$ cat src/rtl/add_sub_arbiter.sv
// add_sub_arbiter: round-robin sharing of one add/sub datapath among NREQ requesters,
// with a one-entry registered response. Build macro ADD_SUB_ARB_STATS_EN adds op/overflow counters.

module add_sub_module #(
  parameter int WIDTH = 4
) (
  input  logic [WIDTH-1:0] a,
  input  logic [WIDTH-1:0] b,
  input  logic             m,
  output logic [WIDTH-1:0] s,
  output logic             carry,
  output logic             overflow
);
  logic [WIDTH-1:0] b_eff;
  logic [WIDTH:0]   sum;
  logic             c_msb_in;

  assign b_eff    = b ^ {WIDTH{m}};
  assign sum      = {1'b0, a} + {1'b0, b_eff} + {{WIDTH{1'b0}}, m};
  assign s        = sum[WIDTH-1:0];
  assign carry    = sum[WIDTH];
  // carry into the MSB is recovered from the MSB sum bit
  assign c_msb_in = a[WIDTH-1] ^ b_eff[WIDTH-1] ^ sum[WIDTH-1];
  assign overflow = carry ^ c_msb_in;
endmodule

module add_sub_arbiter #(
  parameter  int WIDTH = 4,
  parameter  int NREQ  = 4,
  localparam int IDW   = (NREQ > 2) ? $clog2(NREQ) : 1
) (
  input  logic                  clk,
  input  logic                  rst,
  input  logic [NREQ-1:0]       req_valid,
  output logic [NREQ-1:0]       req_ready,
  input  logic [NREQ-1:0]       req_M,
  input  logic [NREQ*WIDTH-1:0] req_a,
  input  logic [NREQ*WIDTH-1:0] req_b,
  output logic                  rsp_valid,
  input  logic                  rsp_ready,
  output logic [IDW-1:0]        rsp_id,
  output logic [WIDTH-1:0]      rsp_s,
  output logic                  rsp_carry,
  output logic                  rsp_overflow
`ifdef ADD_SUB_ARB_STATS_EN
  ,
  output logic [15:0]           op_count,
  output logic [15:0]           ovf_count
`endif
);
  typedef enum logic {IDLE, FULL} state_t;

  state_t           state;
  logic [IDW-1:0]   rr_ptr;
  logic [IDW-1:0]   next_ptr;
  logic [IDW-1:0]   grant_id;
  logic [IDW-1:0]   hi_id;
  logic [IDW-1:0]   lo_id;
  logic             hi_found;
  logic             lo_found;
  logic             grant_found;
  logic             can_issue;
  logic             issue;
  logic [WIDTH-1:0] op_a;
  logic [WIDTH-1:0] op_b;
  logic             op_m;
  logic [WIDTH-1:0] dp_s;
  logic             dp_carry;
  logic             dp_overflow;

  // Lowest valid index at or above rr_ptr wins; otherwise wrap to the lowest valid index.
  always_comb begin
    hi_found = 1'b0;
    hi_id    = '0;
    lo_found = 1'b0;
    lo_id    = '0;
    for (int i = NREQ - 1; i >= 0; i--) begin
      if (req_valid[i]) begin
        lo_found = 1'b1;
        lo_id    = IDW'(i);
        if (i >= int'(rr_ptr)) begin
          hi_found = 1'b1;
          hi_id    = IDW'(i);
        end
      end
    end
    grant_found = hi_found | lo_found;
    grant_id    = hi_found ? hi_id : lo_id;
  end

  assign can_issue = (state == IDLE) | rsp_ready;
  assign issue     = grant_found & can_issue & ~rst;
  assign next_ptr  = (int'(grant_id) == NREQ - 1) ? '0 : grant_id + 1'b1;

  always_comb begin
    req_ready = '0;
    if (issue) req_ready[grant_id] = 1'b1;
  end

  always_comb begin
    op_a = '0;
    op_b = '0;
    op_m = 1'b0;
    for (int i = 0; i < NREQ; i++) begin
      if (grant_id == IDW'(i)) begin
        op_a = req_a[i*WIDTH +: WIDTH];
        op_b = req_b[i*WIDTH +: WIDTH];
        op_m = req_M[i];
      end
    end
  end

  add_sub_module #(.WIDTH(WIDTH)) u_datapath (
    .a        (op_a),
    .b        (op_b),
    .m        (op_m),
    .s        (dp_s),
    .carry    (dp_carry),
    .overflow (dp_overflow)
  );

  always_ff @(posedge clk or posedge rst) begin
    if (rst) begin
      state        <= IDLE;
      rr_ptr       <= '0;
      rsp_id       <= '0;
      rsp_s        <= '0;
      rsp_carry    <= 1'b0;
      rsp_overflow <= 1'b0;
    end else if (issue) begin
      state        <= FULL;
      rr_ptr       <= next_ptr;
      rsp_id       <= grant_id;
      rsp_s        <= dp_s;
      rsp_carry    <= dp_carry;
      rsp_overflow <= dp_overflow;
    end else if (state == FULL && rsp_ready) begin
      state <= IDLE;
    end
  end

  assign rsp_valid = (state == FULL);

`ifdef ADD_SUB_ARB_STATS_EN
  always_ff @(posedge clk or posedge rst) begin
    if (rst) begin
      op_count  <= '0;
      ovf_count <= '0;
    end else if (issue) begin
      if (op_count != 16'hFFFF) op_count <= op_count + 16'd1;
      if (dp_overflow && ovf_count != 16'hFFFF) ovf_count <= ovf_count + 16'd1;
    end
  end
`endif
endmodule

$ cat config.mk
export PLATFORM = sky130hd
export DESIGN_NAME = add_sub_arbiter
export DESIGN_NICKNAME = d
export VERILOG_FILES = /design/src/rtl/add_sub_arbiter.sv
export SDC_FILE = /design/constraint.sdc
export NUM_CORES = 1
export LEC_CHECK = 0
export CAP_MARGIN = 20
export CORE_MARGIN = 5
export CORE_UTILIZATION = 39
export CTS_CLUSTER_SIZE = 14
export DETAILED_ROUTE_END_ITERATION = 10
export PLACE_DENSITY = 0.83
export SLEW_MARGIN = 5
export SYNTH_ARGS = -nofsm -noshare
export SYNTH_HDL_FRONTEND = slang
export SYNTH_SLANG_ARGS = --single-unit
$ cat constraint.sdc
create_clock -name clk -period 4.56 [get_ports clk]
set_clock_uncertainty 0.1 [all_clocks]
set_input_delay 0.912 -clock clk [delete_from_list [all_inputs] [get_ports clk]]
set_output_delay 0.912 -clock clk [all_outputs]
set_load 0.02 [all_outputs]
==> out/summary.md, run 1 <==
Drt
* DR vias: 1152
* total detailed-routing wirelength: 3130 um
* DR iter-0 viols: 31
* Routed WL per cell: 13.9 um
* DRC violations left: 0
* antenna viol nets, final: 0
* first drt pass iteration count: 4
* mean number of vias per cell: 5.12

Clocking
* Clock Root Buffer: sky130_fd_sc_hd__clkbuf_4
* Resized Gates After CTS: 0
* clock net sink count: 11
* H-tree levels: 1
* post-CTS repair timing setup buffer count: 0
* total clock buffers created by CTS: 3
* TritonCTS clock tree: done
* Max Root-Sink Buffers: 2
* clock-pin slew on the worst setup and hold paths: 0.06 ns
* CTS hold repair buffers: 0
* clk_lat worst skew: 0.26 ns

Placement
* IO Port Bufs: 55
* final weighted congestion in routability-driven placement: 0.915
* pre-CTS setup slack: -0.149 ns
* number of placed instances with taps included: 221
* DP Wirelength: 2700 um

Synth
* async set-reset flop share out of synthesis: 100%
* most instantiated cells after synthesis: 22 x sky130_fd_sc_hd__nand2_1, 14 x sky130_fd_sc_hd__a21oi_1, 13 x sky130_fd_sc_hd__nor2_1
* cell type contributing the most total cell area after synthesis: sky130_fd_sc_hd__dfrtp_1
* top cells by area in the synthesized netlist: sky130_fd_sc_hd__dfrtp_1 27%, sky130_fd_sc_hd__ha_1 8.5%, sky130_fd_sc_hd__nand2_1 8.0%
* synth warn: 0
* sequential element share of the synthesized area: 26.7%
* number of storage elements in the synthesis netlist: 11
* number of library cell types mapped by synthesis: 37
* main flop type after synthesis: sky130_fd_sc_hd__dfrtp_1
* Post-Synthesis Cells: 135
* library cell with the highest instance count after synthesis: sky130_fd_sc_hd__nand2_1
* EDFF count, synth: 0
* synthesized area per cell: 7.63 um2
* Synth Cell Area: 1030 um2
* post-synth net total: 186
* proportion of netlist area held by the largest area contributor: 26.7%

Floorplan
* Core Footprint: 2500 um2
* Boundary Pins: 56
* Die Y-Extent: 61.4 um
* total number of placement rows: 18
* Initial Utilization: 41.2%
* floorplan die area: 3770 um2
* chip width: 61.4 um

Global route
* number of global-route vias before repair: 1212
* maximum number of pins on one net before global-route repair: 14
* initial antenna violation count: 0
* Total Routing Usage GR: 18.6%
* wire length of the first global-routing pass: 5310 um
* gr ovfl total: 0

Finish
* Layout Area Growth over Synthesis: 63.5%
* Non-Filler Instances: 225
* count of filler cells inserted in the layout: 221
* Antenna diodes: 0
* Post-Route Utilization: 67.4%
* nets@finish: 247
* share of final-layout standard cells stronger than drive strength 1: 8.72%

Timing
* Final WS setup: 0.314 ns
* final max-slew violation count: 0
* Max Clock Freq: 0.236 GHz
* Setup violations, final: 0
* Final min period: 4.25 ns
* post-route clock period utilization: 93.1%
* setup repair after global routing missed its margin: false
* hold violation total from the final report: 0
* worst max-slew margin expressed relative to the limit: 59.7%
* Worst-Margin Slew: 0.603 ns

Status
* run status: complete, no violations

Setup path
* Most common cell on crit path: sky130_fd_sc_hd__inv_1
* delay of the slowest cell on the worst path: 0.54 ns
* cell at the slowest stage of the critical path: sky130_fd_sc_hd__clkdlybuf4s50_1
* Setup crit end kind: register
* Crit path arrival time: 4.29 ns
* worst path cell trace: clkdlybuf4s50_1, a21oi_1, o21a_1, o22ai_2, inv_1, ha_1, nand2b_1, o22ai_1, a21oi_4, mux2i_1, inv_1, fa_1, a21o_1, a21oi_2, nand4b_1, o21ai_0, a31oi_1, nand3_1
* kind of cell adding the most delay to the critical path: compound AO/OA/AOI/OAI gates
* class of the most critical setup path: in -> reg
* critical path launch point type: input port
* Worst EP required: 4.60 ns
* Critical path buffers and inverters: 3
* critical path peak fanout: 5

Flow run
* max-cap check violation count: 0

Worst hold path
* worst hold-check path type: reg -> reg

Power and ir drop
* power per cell area: 547 nW/um2
* VDD IR max: 0.432 mV
* static leakage: 0.716 nW

worst paths after layout:
kind | startpoint | to | slack (ns) | depth (start not counted)
max | req_valid[0] | rsp_overflow$_DFFE_PP0P_ | 0.31 | 18
min | rsp_overflow$_DFFE_PP0P_ | rsp_overflow$_DFFE_PP0P_ | 0.39 | 2
max reg2reg | rr_ptr[1]$_DFFE_PP0P_ | rsp_overflow$_DFFE_PP0P_ | 0.95 | 19
min reg2reg | rsp_overflow$_DFFE_PP0P_ | rsp_overflow$_DFFE_PP0P_ | 0.39 | 2
max in group asynchronous | rst | rsp_s[2]$_DFFE_PP0P_ | 3.16 | 2
min in group asynchronous | rst | rsp_id[1]$_DFFE_PP0P_ | 0.92 | 2
cell type report:
type | instances | area (um2) | area share, %
Sequential cell | 11 | 275 | 16.3
Multi-Input combinational cell | 112 | 719 | 42.7
Tap cell | 30 | 37.5 | 2.23
Inverter | 6 | 22.5 | 1.34
Clock buffer | 4 | 26.3 | 1.56
Timing Repair Buffer | 62 | 603 | 35.8
flip-flops by register name, summed over array words and instances (netlist names):
name	count
rsp_carry	1
rsp_s	4
rsp_id	2
rr_ptr	2
rsp_overflow	1
rsp_valid	1
routing by layer:
metal | vias up | track usage (%) | wire [um]
met4 | 0 | 4.55 | 27
met5 | - | 0 | 0
li1 | 599 | - | -
met2 | 63 | 31.6 | 1510
met3 | 2 | 3.14 | 285
met1 | 488 | 24.6 | 1300
cell families after synthesis:
family	count (synthesis)	share of synthesized area, %
flip-flops	11	26.7
multiplexers	2	1.94
AO/OA/AOI/OAI	45	28.3
buffers and inverters	12	4.86
adder cells (fa/ha/maj)	8	10.4
AND/OR/NAND/NOR	52	23.5
XOR/XNOR	5	4.25
through the flow:
stage                     instance area (um2)  total power, mW  setup TNS [ns]  hold slack, ns
after detailed placement                 1640            0.839          -0.149           0.377
final                                    1680            0.921               0           0.389
after floorplan                          1030            0.617               0           0.418
after CTS                                1670            0.906               0           0.393
after global routing                     1680             1.02               0           0.412
after global placement                   1640            0.818               0           0.358
where the power goes:
| group | internal [mW] | leakage, nW | switching, mW |
|---|---|---|---|
| logic | 0.319 | 0.570 | 0.375 |
| clock network | 0.0338 | 0.0150 | 0.0296 |
| registers | 0.138 | 0.131 | 0.0254 |
| total | 0.491 | 0.716 | 0.430 |
tightest hold or removal path, delay by kind of cell (launching register included):
kind,cells,cell delay [ns]
and+or+nand+nor,2,0.11
DFF,1,0.35
layout by cell type (no fill, tap or decap), types with 3 or more instances in the layout:
master | netlist | layout
sky130_fd_sc_hd__a21oi_1 | 14 | 13
sky130_fd_sc_hd__a22oi_1 | 7 | 7
sky130_fd_sc_hd__and2_1 | 3 | 3
sky130_fd_sc_hd__buf_4 | 1 | 7
sky130_fd_sc_hd__clkbuf_4 | 0 | 3
sky130_fd_sc_hd__clkdlybuf4s50_1 | 0 | 55
sky130_fd_sc_hd__dfrtp_1 | 11 | 11
sky130_fd_sc_hd__ha_1 | 7 | 7
sky130_fd_sc_hd__inv_1 | 6 | 6
sky130_fd_sc_hd__nand2_1 | 22 | 22
sky130_fd_sc_hd__nand2b_1 | 3 | 3
sky130_fd_sc_hd__nor2_1 | 13 | 13
sky130_fd_sc_hd__o21ai_0 | 6 | 6
sky130_fd_sc_hd__o21ai_1 | 4 | 4
sky130_fd_sc_hd__o22ai_1 | 4 | 3
sky130_fd_sc_hd__xor2_1 | 3 | 3
Power figures use the tool's default switching activity.
==> inputs of run 2 (changes only) <==
SLEW_MARGIN = 40   (was 5)
==> results of run 2 <==
No change in the layout: final DEF, timing and power equal those of run 1.
